`src/rtl/ftm_cfg_seq.sv`:
```
// rtl/ftm_cfg_seq.sv - FlexTimer edge-aligned PWM bring-up sequencer
// Optional per-write readback verify: define FTM_CFG_READBACK_EN.
module ftm_cfg_seq #(
    parameter int NCH = 8,
    localparam int CW = $clog2(NCH)
) (
    input  logic              clk,
    input  logic              rst,
    input  logic              start,
    input  logic              abort,
    input  logic [15:0]       cfg_mod,
    input  logic [15:0]       cfg_cntin,
    input  logic [NCH-1:0]    cfg_ch_en,
    input  logic [7:0]        cfg_csc,
    input  logic [16*NCH-1:0] cfg_cnv,
    input  logic [1:0]        cfg_clks,
    input  logic [2:0]        cfg_ps,
    output logic              wr_en,
    output logic              rd_en,
    output logic [4:0]        reg_name,
    output logic [CW-1:0]     ch_sel,
    output logic [31:0]       wdata,
    input  logic [31:0]       rdata,
    output logic              busy,
    output logic              done,
    output logic              aborted,
    output logic              err
);
    localparam logic [4:0] R_SC    = 5'd0;
    localparam logic [4:0] R_CNT   = 5'd1;
    localparam logic [4:0] R_MOD   = 5'd2;
    localparam logic [4:0] R_CSC   = 5'd3;
    localparam logic [4:0] R_CNV   = 5'd4;
    localparam logic [4:0] R_CNTIN = 5'd5;
    localparam logic [4:0] R_MODE  = 5'd7;

    // Channel scanning is combinational inside the W_CNT/W_CNV transitions,
    // so CH_SCAN never occupies a cycle and has no state of its own.
    typedef enum logic [3:0] {
        IDLE, W_MODE, W_STOP, W_CNTIN, W_MOD, W_CNT, W_CSC, W_CNV, W_SC,
        FIN, A_STOP, A_DONE, RD, RB_LAST
    } state_t;

    state_t              state_q, state_d;
    logic [CW-1:0]       ch_q, ch_d;
    logic [15:0]         mod_q, mod_d, cntin_q, cntin_d;
    logic [NCH-1:0]      ch_en_q, ch_en_d;
    logic [7:0]          csc_q, csc_d;
    logic [16*NCH-1:0]   cnv_q, cnv_d;
    logic [1:0]          clks_q, clks_d;
    logic [2:0]          ps_q, ps_d;

    state_t              src, seq_next;
    logic [15:0]         val;
    logic [CW:0]         scan_from;
    logic                scan_hit;
    logic [CW-1:0]       scan_ch;
    logic                abort_ok;

`ifdef FTM_CFG_READBACK_EN
    state_t              wst_q, wst_d;
    logic                cmp_q, cmp_d, wide_q, wide_d, err_q, err_d;
    logic [15:0]         exp_q, exp_d;
    logic                mismatch;
`else
    logic                unused_rdata;
    assign unused_rdata = ^rdata;
`endif

    always_ff @(posedge clk or posedge rst) begin
        if (rst) begin
            state_q <= IDLE;
            ch_q    <= '0;
            mod_q   <= '0;
            cntin_q <= '0;
            ch_en_q <= '0;
            csc_q   <= '0;
            cnv_q   <= '0;
            clks_q  <= '0;
            ps_q    <= '0;
        end else begin
            state_q <= state_d;
            ch_q    <= ch_d;
            mod_q   <= mod_d;
            cntin_q <= cntin_d;
            ch_en_q <= ch_en_d;
            csc_q   <= csc_d;
            cnv_q   <= cnv_d;
            clks_q  <= clks_d;
            ps_q    <= ps_d;
        end
    end

    always_comb begin
        state_d = state_q;
        ch_d    = ch_q;
        mod_d   = mod_q;
        cntin_d = cntin_q;
        ch_en_d = ch_en_q;
        csc_d   = csc_q;
        cnv_d   = cnv_q;
        clks_d  = clks_q;
        ps_d    = ps_q;

        // src is the write this bus cycle belongs to (a readback reuses it)
        src = state_q;
`ifdef FTM_CFG_READBACK_EN
        wst_d = wst_q;
        if (state_q == RD) src = wst_q;
`endif

        reg_name = 5'd0;
        ch_sel   = '0;
        val      = 16'h0000;
        case (src)
            W_MODE:  begin reg_name = R_MODE;  val = 16'h0005; end
            W_STOP:  reg_name = R_SC;
            W_CNTIN: begin reg_name = R_CNTIN; val = cntin_q; end
            W_MOD:   begin reg_name = R_MOD;   val = mod_q; end
            W_CNT:   reg_name = R_CNT;
            W_CSC:   begin reg_name = R_CSC; ch_sel = ch_q; val = {8'h00, csc_q}; end
            W_CNV:   begin reg_name = R_CNV; ch_sel = ch_q; val = cnv_q[{ch_q, 4'b0000} +: 16]; end
            W_SC:    begin reg_name = R_SC;    val = {11'd0, clks_q, ps_q}; end
            A_STOP:  reg_name = R_SC;
            default: reg_name = 5'd0;
        endcase

        scan_from = (src == W_CNT) ? '0 : ({1'b0, ch_q} + (CW+1)'(1));
        scan_hit  = 1'b0;
        scan_ch   = '0;
        for (int i = 0; i < NCH; i++) begin
            if (!scan_hit && ch_en_q[i] && ((CW+1)'(i) >= scan_from)) begin
                scan_hit = 1'b1;
                scan_ch  = CW'(i);
            end
        end

        case (src)
            W_MODE:       seq_next = W_STOP;
            W_STOP:       seq_next = W_CNTIN;
            W_CNTIN:      seq_next = W_MOD;
            W_MOD:        seq_next = W_CNT;
            W_CNT, W_CNV: seq_next = scan_hit ? W_CSC : W_SC;
            W_CSC:        seq_next = W_CNV;
`ifdef FTM_CFG_READBACK_EN
            W_SC:         seq_next = RB_LAST;
`else
            W_SC:         seq_next = FIN;
`endif
            default:      seq_next = IDLE;
        endcase

        // once the final SC write is on the bus, completion beats abort
        abort_ok = abort && (src != W_SC);

        case (state_q)
            IDLE: begin
                if (start) begin
                    state_d = W_MODE;
                    ch_d    = '0;
                    mod_d   = cfg_mod;
                    cntin_d = cfg_cntin;
                    ch_en_d = cfg_ch_en;
                    csc_d   = cfg_csc;
                    cnv_d   = cfg_cnv;
                    clks_d  = cfg_clks;
                    ps_d    = cfg_ps;
                end
            end
            FIN, A_DONE: state_d = IDLE;
            A_STOP:      state_d = A_DONE;
            RB_LAST:     state_d = FIN;
            default: begin
                if (abort_ok) begin
                    state_d = A_STOP;
                end else begin
`ifdef FTM_CFG_READBACK_EN
                    if (state_q != RD && state_q != W_CNT) begin
                        state_d = RD;
                        wst_d   = state_q;
                    end else begin
                        state_d = seq_next;
                        if (seq_next == W_CSC) ch_d = scan_ch;
                    end
`else
                    state_d = seq_next;
                    if (seq_next == W_CSC) ch_d = scan_ch;
`endif
                end
            end
        endcase
    end

    assign wr_en   = state_q inside {W_MODE, W_STOP, W_CNTIN, W_MOD, W_CNT,
                                     W_CSC, W_CNV, W_SC, A_STOP};
    assign wdata   = wr_en ? {16'h0000, val} : 32'h0000_0000;
    assign busy    = !(state_q inside {IDLE, FIN, A_DONE});
    assign done    = (state_q == FIN);
    assign aborted = (state_q == A_DONE);

`ifdef FTM_CFG_READBACK_EN
    always_ff @(posedge clk or posedge rst) begin
        if (rst) begin
            wst_q  <= IDLE;
            cmp_q  <= 1'b0;
            wide_q <= 1'b0;
            exp_q  <= '0;
            err_q  <= 1'b0;
        end else begin
            wst_q  <= wst_d;
            cmp_q  <= cmp_d;
            wide_q <= wide_d;
            exp_q  <= exp_d;
            err_q  <= err_d;
        end
    end

    // rdata for a read arrives the following cycle, overlapping the next write
    always_comb begin
        cmp_d    = (state_q == RD);
        exp_d    = val;
        wide_d   = src inside {W_CNTIN, W_MOD, W_CNV};
        mismatch = wide_q ? (rdata[15:0] != exp_q) : (rdata[7:0] != exp_q[7:0]);
        err_d    = err_q;
        if (state_q == IDLE && start) err_d = 1'b0;
        if (cmp_q && mismatch)        err_d = 1'b1;
    end

    assign rd_en = (state_q == RD);
    assign err   = err_q;
`else
    assign rd_en = 1'b0;
    assign err   = 1'b0;
`endif
endmodule

```
`config.mk`:
```
export PLATFORM = sky130hd
export DESIGN_NAME = ftm_cfg_seq
export DESIGN_NICKNAME = d
export VERILOG_FILES = /design/src/rtl/ftm_cfg_seq.sv
export SDC_FILE = /design/constraint.sdc
export NUM_CORES = 1
export LEC_CHECK = 0
export ABC_AREA = 1
export BUFFER_PORTS_ARGS = -buffer_cell sky130_fd_sc_hd__buf_2
export CAP_MARGIN = 20
export CORE_MARGIN = 5
export CORE_UTILIZATION = 54
export CTS_BUF_LIST = sky130_fd_sc_hd__clkbuf_8
export DETAILED_ROUTE_END_ITERATION = 8
export PLACE_DENSITY_LB_ADDON = 0.25
export SETUP_SLACK_MARGIN = 0.5
export SLEW_MARGIN = 10
export SYNTH_ARGS = -nofsm -noshare
export SYNTH_HDL_FRONTEND = slang
export SYNTH_SLANG_ARGS = --single-unit
```
`constraint.sdc`:
```
create_clock -name clk -period 8.1 [get_ports clk]
set_input_delay 1.215 -clock clk [delete_from_list [all_inputs] [get_ports clk]]
set_output_delay 1.215 -clock clk [all_outputs]
set_load 0.05 [all_outputs]
```
==> results.txt, run 1 <==
Post-Synthesis Cells: 991
largest net degree at the start of global routing: 194
starting density of the core: 0.5532
RSZ-0062 raised after global routing: false
Iter 0 DRT Violations: 492
Syn. warnings: 0
worst-path maximum fanout: 52
I/O pin cnt: 263
Critical Path End: wdata[13]
die height: 140.6 µm
CP Class: reg -> out
Root Buffer Master: clkbuf_8
worst slew pin tran: 1.069 ns
register area share after synthesis: 0.5110
Pleak: 5.078 nW
reg2reg setup slack: 5.33 ns
final hold vios: 0
DR WL/cell: 16.90 µm
Die Area: 0.01976 mm²
vias in the first global route: 7051
setup violators final: 0
crit share post-route: 0.5794
vias: 7424
Fill cells: 1377
ANT nets after route: 0
Yosys cell types: 40
final wirelength: 23.65 mm
GRT Residual Overflow: 0
Post-CTS Resized: 0
Max Fclk: 213.1 MHz
Area Growth Syn to Fin: 15.19%
Final HPWL DP: 16.71 mm
min cycle time layout: 4.693 ns
Bufs on Longest Clock Path: 2
Synth Register Bits: 188
GRT Total Usage: 0.2371
Final TNS setup: 0 ns
reg2reg end: ch_q[0]
input/output buffers: 210
Clk pin slew, worst setup/hold paths: 0.09 ns
Power Total: 0.004138 W
# rows: 47
global-route wire length before repair: 36.84 mm
CTS tree: built
fin nets: 1385
Slew HR: 0.2876
Max-Cap Viols: 0
Worst R2R Start: ch_q[1]
Critical Path End Type: primary output
Pins Over Slew Limit: 0
VDD IR max: 0.0001736 V
fraction of layout cells with a size suffix above 1: 0.3107
GPL Wtd Cong: 0.8405
DR pass1 iterations: 5
total CTS buffers: 17
H-Tree Depth: 4
# Post-CTS Setup Buffers: 0
Hold Path Class: reg -> reg
Crit path arrival time: 3.48 ns
CP Launch Type: flop
DR DRC count: 0
clock latency on the worst-skew pair: 0.46 ns
Num Clock Sinks: 188
Synth Cell Area: 0.009206 mm²
PwrDens: 390.2 mW/mm²
sequential cell area: 0.004707 mm²
Die Width: 140.6 µm
FF-to-FF path depth: 14
worst path required time: 6.88 ns
Critical Path Source: ch_q[1]
CTS Hold Buffers Added: 0
status: complete, no violations
Via density: 5.307
Worst Skew: 0.01640 ns
Core ar.: 0.01664 mm²
Syn Area/Cell: 9.290 µm²
antenna violations before repair: 6
multi-input logic area: 0.003640 mm²
-- worst max-delay path, cell delays in order (launching register included) --
cell      delay [ns]
dfrtp_2         1.06
clkinv_1        0.74
a21oi_1         0.29
o21ai_0         0.16
nand3_1         0.20
nand3_1         0.16
o211ai_1        0.11
buf_2           0.30
-- report_power, final --
group	switching [W]	internal, W	total [W]
clock	0.000340	0.000304	0.000644
sequential	0.000244	0.00141	0.00165
combinational	0.00116	0.000687	0.00184
total	0.00174	0.00240	0.00414
-- state kept, by name (all words and copies together), names as in the netlist --
register  flops
csc_q         8
clks_q        2
mod_q        16
cntin_q      16
ch_q          3
cnv_q       128
src           4
ps_q          3
ch_en_q       8
-- cell usage after synthesis --
cell type    n  area (µm²)
dfrtp_1    188        4705
nand2_1    152       570.6
inv_1      116       435.4
o21ai_0    110       550.5
mux2_2      90        1013
a21oi_1     54       270.3
nand3_1     51       255.2
o21ai_1     41       205.2
nor2_1      37       138.9
clkbuf_1    30       112.6
buf_4       21       157.7
o211ai_1    20       150.1
buf_2       14       70.07
buf_6       10       112.6
inv_2        9       33.78
o22ai_1      6       37.54
nand3_2      4       40.04
nor2_4       4       45.04
o221ai_1     4       35.03
a31oi_1      3       18.77
nand2_2      3       18.77
nand4_1      3       18.77
a221oi_1     2       17.52
buf_1        2       7.510
o2111ai_1    2       17.52
a41oi_1      1       8.760
clkinv_1     1       3.750
conb_1       1       3.750
ha_1         1       12.51
mux2_1       1       11.26
nand2_4      1       11.26
nand2_8      1       20.02
nand4_4      1       21.27
nor2_2       1       6.260
nor2_8       1       20.02
nor3_2       1       10.01
o211ai_2     1       12.51
o21ai_2      1       8.760
o21bai_2     1       11.26
o31ai_1      1       7.510
-- cell usage in the layout, fill, tap and decap left out, types with 2 or more instances in the layout --
cell type   netlist  final
nand3_1          51     51
clkinvlp_4        0      3
o21ai_1          41     41
o211ai_1         20     20
a221oi_1          2      2
dfrtp_2           0      2
inv_6             0      4
o221ai_1          4      4
clkbuf_8          0     17
buf_4            21      4
o21ai_0         110    110
nand4_1           3      3
nand2_2           3      3
nor2_1           37     37
o22ai_1           6      6
nand2_1         152    152
o2111ai_1         2      2
buf_2            14    210
mux2_2           90     90
a31oi_1           3      3
a21oi_1          54     54
conb_1            1     20
inv_2             9      9
inv_1           116    116
dfrtp_1         188    186
nor2_4            4      4
nand3_2           4      4
bufinv_16         0      3
-- how the worst min path moves through the flow --
stage | startpoint | to | slack, ns | cells after the start
floorplan | cnv_q[65] | cnv_q[65] | 0.45 | 1
global placement | cnv_q[65] | cnv_q[65] | 0.46 | 1
detailed placement | cnv_q[65] | cnv_q[65] | 0.47 | 1
CTS | cnv_q[65] | cnv_q[65] | 0.49 | 1
global route | cnv_q[48] | cnv_q[48] | 0.52 | 1
finish | cnv_q[65] | cnv_q[65] | 0.50 | 1
-- metrics by stage --
stage / area, µm² / worst slack [ns] / hold WS [ns] / utilization / std cells
2_1_floorplan: 9278 / 1.771 / 0.4524 / - / 1010
3_3_place_gp: 10200 / 3.837 / 0.4635 / 0.6131 / 1368
3_5_place_dp: 10200 / 3.860 / 0.4742 / 0.6131 / 1368
4_1_cts: 10600 / 3.341 / 0.4937 / 0.6371 / 1398
5_1_grt: 10610 / 3.147 / 0.5176 / 0.6372 / 1399
6_report: 10610 / 3.407 / 0.4951 / 0.6372 / 1399
-- area by class of cell --
| class | instances | share of cell area |
|---|---|---|
| Clock inverter | 13 | 0.01557 |
| Tap cell | 220 | 0.02596 |
| Inverter | 126 | 0.04530 |
| Antenna cell | 1 | 0.0002360 |
| Multi-Input combinational cell | 619 | 0.3432 |
| Clock buffer | 17 | 0.02206 |
| Timing Repair Buffer | 215 | 0.1038 |
| Sequential cell | 188 | 0.4438 |
-- cell families after synthesis --
| family | after synthesis | share of synthesized area |
|---|---|---|
| flip-flops | 188 | 0.5110 |
| other | 1 | 0.0004073 |
| AND/OR/NAND/NOR | 260 | 0.1278 |
| AO/OA/AOI/OAI | 247 | 0.1468 |
| adder cells (fa/ha/maj) | 1 | 0.001359 |
| buffers and inverters | 203 | 0.1014 |
| multiplexers | 91 | 0.1113 |
-- per-layer routing --
layer	vias up	part of all wire	track usage
met1	3535	0.42	0.3242
met4	10	0.015	0.05711
met3	35	0.083	0.06570
met2	246	0.47	0.3793
met5	-	0.0025	0
li1	3598	-	-
Power figures use the tool's default switching activity.
==> inputs of run 2 (changes only) <==
- ABC_AREA: 1 -> 0
- CORE_UTILIZATION: 54 -> 49
- clock period: 8.1 -> 4.21 ns (I/O delays scaled with it)
==> results.txt, run 2 <==
Final HPWL DP: 16.43 mm (-1.6%)
Slew HR: 0.2770 (-0.01062)
Worst Skew: 0.01902 ns (+0.002628 ns)
Post-Synthesis Cells: 635 (-36%)
final core utilization: 0.5868 (-0.05042)
Bufs on Longest Clock Path: 2 (unchanged)
Post-synth EDFFs: 0 (unchanged)
Top reg by flops: cnv_q
crit share post-route: 0.8252
area share of the leading cell type in the synthesized netlist: 0.5259 (+0.01494)
GPL Wtd Cong: 0.8031 (-4.4%)
# Post-CTS Setup Buffers: 0 (unchanged)
Fill cells: 1478 (+7.3%)
largest net degree at the start of global routing: 189 (-2.6%)
starting density of the core: 0.4979 (-0.05525)
total CTS buffers: 17 (unchanged)
status: complete, no violations
Yosys cell types: 52 (+30%)
fraction of layout cells with a size suffix above 1: 0.5648 (+0.2541)
critical path, cell by cell: nor2b_1 > nand3_1 > o21ai_0 > buf_2
CTS Hold Buffers Added: 0 (unchanged)
CTS tree: built
Pins Over Slew Limit: 0 (unchanged)
Top delay family on crit path: simple AND/OR/NAND/NOR gates
fin nets: 1047 (-24%)
# rows: 49 (+4.3%)
clock latency on the worst-skew pair: 0.47 ns (about the same)
met2 Resource Use GR: 0.3692 (-0.01005)
RSZ-0062 raised after global routing: false
Max Fclk: 287.8 MHz
GRT Total Usage: 0.2136 (-0.02354)
DR WL/cell: 20.86 µm (+23%)
Syn Area/Cell: 14.09 µm² (+52%)
CP Launch Type: flop
setup violators final: 0 (unchanged)
top flop regs: cnv_q: 128 flops, cntin_q: 16 flops, mod_q: 16 flops
final wirelength: 22.36 mm (-5.5%)
crit-path max cell delay: 0.66 ns (-0.40 ns)
H-Tree Depth: 4 (unchanged)
min cycle time layout: 3.474 ns
CP max-delay cell: nand3_1
Max-Cap Viols: 0 (unchanged)
area of placed instances: 0.01014 mm² (-0.66%)
CP Class: reg -> out
VDD IR max: 0.0005058 V (+190%)
ANT nets after route: 0 (unchanged)
Syn. warnings: 0 (unchanged)
Synth area leader: dfrtp_1
Synth Cell Area: 0.008945 mm² (-2.8%)
vias: 5918 (-20%)
worst path required time: 3.58 ns (-3.30 ns)
Die Area: 0.02106 mm² (+6.6%)
Top FF cell, synth: dfrtp_1
worst slew pin tran: 1.085 ns (+0.01593 ns)
Critical Path End Type: primary output
global-route wire length before repair: 36.01 mm (-2.2%)
Final TNS setup: 0 ns (unchanged)
antenna violations before repair: 7 (+1)
Synth Register Bits: 188 (unchanged)
Num Clock Sinks: 188 (unchanged)
sequential cell area: 0.004707 mm² (unchanged)
Crit path arrival time: 2.84 ns (-0.64 ns)
Via density: 5.521 (+4.0%)
Root Buffer Master: clkbuf_8
GRT Residual Overflow: 0 (unchanged)
DR pass1 iterations: 5 (unchanged)
met3 Use GR: 0.07983 (+0.01413)
Iter 0 DRT Violations: 295 (-40%)
Clk pin slew, worst setup/hold paths: 0.10 ns (about the same)
post-route design area: 0.01054 mm² (-0.60%)
input/output buffers: 210 (unchanged)
Post-synth top cells: 188 x dfrtp_1, 180 x mux2_2, 32 x mux4_2
Die Width: 145.1 µm (+3.2%)
PwrDens: 780.9 mW/mm² (+100%)
Core ar.: 0.01796 mm² (+7.9%)
routing usage on met1: 0.2559 (-0.06834)
Area Growth Syn to Fin: 17.85%
multi-input logic area: 0.003956 mm² (+8.7%)
count leader, synth: dfrtp_1
Most Crowded Layer GR: met2
most frequent cells in the layout: 210 x buf_2, 186 x dfrtp_1, 180 x mux2_2
async set-reset flop share out of synthesis: 1.000 (unchanged)
Hold Path Class: in -> async
ranking of synthesized cells by area: dfrtp_1 53%, mux2_2 23%, mux4_2 8.1%
worst-path maximum fanout: 16 (-69%)
DR DRC count: 0 (unchanged)
final hold vios: 0 (unchanged)
I/O pin cnt: 263 (unchanged)
Post-CTS Resized: 0 (unchanged)
Pleak: 4.709 nW (-7.3%)
most common cell after layout, fill and taps aside: buf_2
vias in the first global route: 6711 (-4.8%)
CP bufs+invs: 1 (-1)
die height: 145.1 µm (+3.2%)
register area share after synthesis: 0.5259 (+0.01494)
max reg flops: 128 (unchanged)
## run 2: cell types whose count changed in the layout (fill, tap and decap cells not counted), sizes merged, moves of 17 or more
cell and change:
nand2 -141, o21ai -127, inv -118, mux2 +92, nand3 -52, a21oi -41, mux4 +32, nor2 -26
o211ai -21, mux2i +17
## run 2: path summary, 6_finish.rpt
kind	start	to	slack (ns)	depth (start not counted)
setup reg to reg	ch_q[1]	ch_q[0]	1.06	8
hold reg to reg	cnv_q[6]	cnv_q[6]	0.51	1
setup / recovery	src[3]	wdata[15]	0.74	4
hold / removal	rst	cnv_q[11]	0.34	3
max in group asynchronous	rst	ch_q[0]	2.97	3
min in group clk	cfg_cnv[0]	cnv_q[0]	0.38	2
## run 2: metrics by stage
step	hold WS, ns	cells	total power [W]	worst slack [ns]
floorplan	0.4752	654	0.006097	1.158
global placement	0.4848	1039	0.006907	1.106
detailed placement	0.4911	1039	0.007123	1.042
CTS	0.3544	1070	0.008339	0.6451
global route	0.3460	1071	0.008769	0.5062
finish	0.3364	1072	0.008232	0.7358
## run 2: metal layers
| layer | wire [µm] | part of all wire |
|---|---|---|
| met1 | 8575 | 0.38 |
| met2 | 11730 | 0.52 |
| met3 | 1759 | 0.079 |
| met4 | 197 | 0.0088 |
| met5 | 99 | 0.0044 |
## run 2: logic make-up (layout without fill, tap and decap cells)
family,after synthesis,count (layout),synth area share
mux,232,232,0.3300
flops,188,188,0.5259
compound gates,79,79,0.06253
buf+inv,69,256,0.04084
simple gates,64,64,0.03791
fa+ha+maj,1,1,0.001399
other cells,1,22,0.0004192
xor+xnor,1,1,0.0009793
## run 2: layout make-up
class | count | share of cell area
flip-flops and latches | 188 | 0.4465
multi-input cells | 397 | 0.3753
repair buffers | 220 | 0.1104
well taps | 229 | 0.02718
clock buffers | 18 | 0.02350
clock inverters | 13 | 0.01448
inverters | 5 | 0.002136
diodes | 2 | 0.0004748
## run 2: power by group
part | internal, W | switching [W] | total (W) | leakage, nW
combinational | 0.00189 | 0.00173 | 0.00362 | 2.27
sequential | 0.00273 | 0.000676 | 0.00341 | 2.24
clock | 0.000512 | 0.000698 | 0.00121 | 0.199
## run 2: worst register-to-register path, stage by stage, from the launching register on
cell and delay [ns]:
dfrtp_2 1.06, ha_1 0.35, inv_1 0.11, o211a_1 0.22
o31a_1 0.34, nor3_4 0.22, nand3_2 0.13, a31oi_4 0.24
mux2_1 0.35
==> inputs of run 3 (changes only) <==
- clock period: 4.21 -> 3 ns (I/O delays scaled with it)
==> results.txt, run 3 (synthesis results as in run 2) <==
clock latency on the worst-skew pair: 0.47 ns (about the same)
VDD IR max: 0.0006898 V (+36%)
reg2reg setup slack: 0.31 ns (-0.75 ns)
Clk pin slew, worst setup/hold paths: 0.11 ns (about the same)
CP Launch Type: flop
PwrDens: 1113 mW/mm² (+43%)
CP max-delay cell: mux4_2
most common cell after layout, fill and taps aside: buf_2
GRT Total Usage: 0.2204 (+0.006830)
Top delay family on crit path: multiplexers
H-Tree Depth: 4 (unchanged)
Iter 0 DRT Violations: 324 (+9.8%)
starting density of the core: 0.4979 (unchanged)
worst path required time: 2.55 ns (-1.03 ns)
CTS tree: built
DR DRC count: 0 (unchanged)
Bufs on Longest Clock Path: 2 (unchanged)
global-route wire length before repair: 36.64 mm (+1.7%)
area of placed instances: 0.01024 mm² (+1.1%)
Hold Path Class: in -> async
crit share post-route: 0.9021
post-route design area: 0.01115 mm² (+5.8%)
Via density: 5.586 (+1.2%)
Max Fclk: 369.5 MHz
crit-path max cell delay: 0.58 ns (-0.08 ns)
ANT nets after route: 0 (unchanged)
Max-Cap Viols: 0 (unchanged)
setup violators final: 0 (unchanged)
Core ar.: 0.01796 mm² (unchanged)
Final HPWL DP: 16.72 mm (+1.8%)
Power Total: 0.01241 W (+51%)
Critical Path End Type: primary output
final wirelength: 23.28 mm (+4.1%)
final core utilization: 0.6206 (+0.03378)
fraction of layout cells with a size suffix above 1: 0.6158 (+0.05102)
input/output buffers: 210 (unchanged)
DR WL/cell: 21.06 µm (+0.99%)
Die Width: 145.1 µm (unchanged)
Final TNS setup: 0 ns (unchanged)
GRT Residual Overflow: 0 (unchanged)
max reg flops: 128 (unchanged)
Pleak: 4.936 nW (+4.8%)
worst-path maximum fanout: 10 (-6)
Worst Skew: 0.02156 ns (+0.002533 ns)
vias in the first global route: 6697 (-0.21%)
worst slew pin tran: 0.6100 ns (-0.4745 ns)
Num Clock Sinks: 188 (unchanged)
Die Area: 0.02106 mm² (unchanged)
Pins Over Slew Limit: 0 (unchanged)
antenna violations before repair: 9 (+2)
GPL Wtd Cong: 0.8541 (+6.4%)
CP bufs+invs: 2 (+1)
status: complete, no violations
# rows: 49 (unchanged)
RSZ-0062 raised after global routing: true
fin nets: 1077 (+2.9%)
vias: 6172 (+4.3%)
Top reg by flops: cnv_q
critical path, cell by cell: buf_12 > mux4_2 > mux2i_2 > o21ai_1 > buf_4
Slew HR: 0.5925 (+0.3155)
min cycle time layout: 2.706 ns
Root Buffer Master: clkbuf_8
most frequent cells in the layout: 194 x buf_2, 182 x dfrtp_1, 180 x mux2_2
largest net degree at the start of global routing: 86 (-54%)
CP Class: reg -> out
Worst R2R Start: ch_q[0]
FF-to-FF path depth: 10 (+2)
die height: 145.1 µm (unchanged)
total CTS buffers: 17 (unchanged)
reg2reg end: ch_q[2]
Area Growth Syn to Fin: 24.63%
Crit path arrival time: 2.26 ns (-0.58 ns)
final hold vios: 0 (unchanged)
I/O pin cnt: 263 (unchanged)
top flop regs: cnv_q: 128 flops, cntin_q: 16 flops, mod_q: 16 flops
DR pass1 iterations: 5 (unchanged)
## run 3: cell types whose count changed in the layout (fill, tap and decap cells not counted), sizes merged
| cell | delta |
|---|---|
| clkinv | +2 |
| diode | +2 |
| inv | -1 |
| bufbuf | +1 |
| clkinvlp | +1 |
| buf | +28 |
| bufinv | -1 |
| clkbuf | +1 |
## run 3: through the flow
step,hold WS [ns],cells,worst slack (ns)
6_report,0.03922,1105,0.2937
5_1_grt,0.01981,1105,0.1834
4_1_cts,0.01627,1095,0.2643
3_5_place_dp,0.4912,1050,0.3489
3_3_place_gp,0.4848,1050,0.4364
2_1_floorplan,0.4752,654,0.1295
## run 3: routing by layer
metal,GRT usage,share of wire,vias up
met4,0.06017,0.018,10
li1,-,-,2766
met2,0.3607,0.50,227
met5,0,0.0027,-
met3,0.08263,0.079,37
met1,0.2774,0.40,3132
## run 3: worst max path at each step
stage | from | endpoint | slack (ns) | cells past startpoint
floorplan | rst | ch_en_q[0] | 0.13 | 1
global placement | ch_q[1] | ch_q[2] | 0.44 | 8
detailed placement | ch_q[1] | ch_q[1] | 0.35 | 8
CTS | ch_q[0] | wdata[3] | 0.26 | 5
global route | ch_q[0] | wdata[3] | 0.18 | 5
finish | ch_q[0] | wdata[4] | 0.29 | 5
## run 3: final cells by class
type                    count  area, µm²
clock inverters            14      128.9
fillers                  1411       6815
multi-input cells         397       4095
diodes                      4      10.01
clock buffers              18      247.7
repair buffers            250       1645
well taps                 229      286.5
flip-flops and latches    188       4712
inverters                   5      22.52
## run 3: where the power goes
group	total, W	leakage, nW	internal (W)	switching (W)
sequential	0.00460	2.23	0.00384	0.000764
combinational	0.00621	2.52	0.00327	0.00293
clock	0.00160	0.187	0.000630	0.000972
## run 3: timing repair
| action | 4_1_cts | 5_1_grt |
|---|---|---|
| pin swaps | 7 | 6 |
| gates resized for setup | 61 | 17 |
| hold buffers | 0 | 0 |
| hold endpoints to repair | 0 | 0 |
| cloned | 4 | 0 |
| setup buffers | 9 | 6 |
| endpoints found under the setup margin | 20 | 25 |
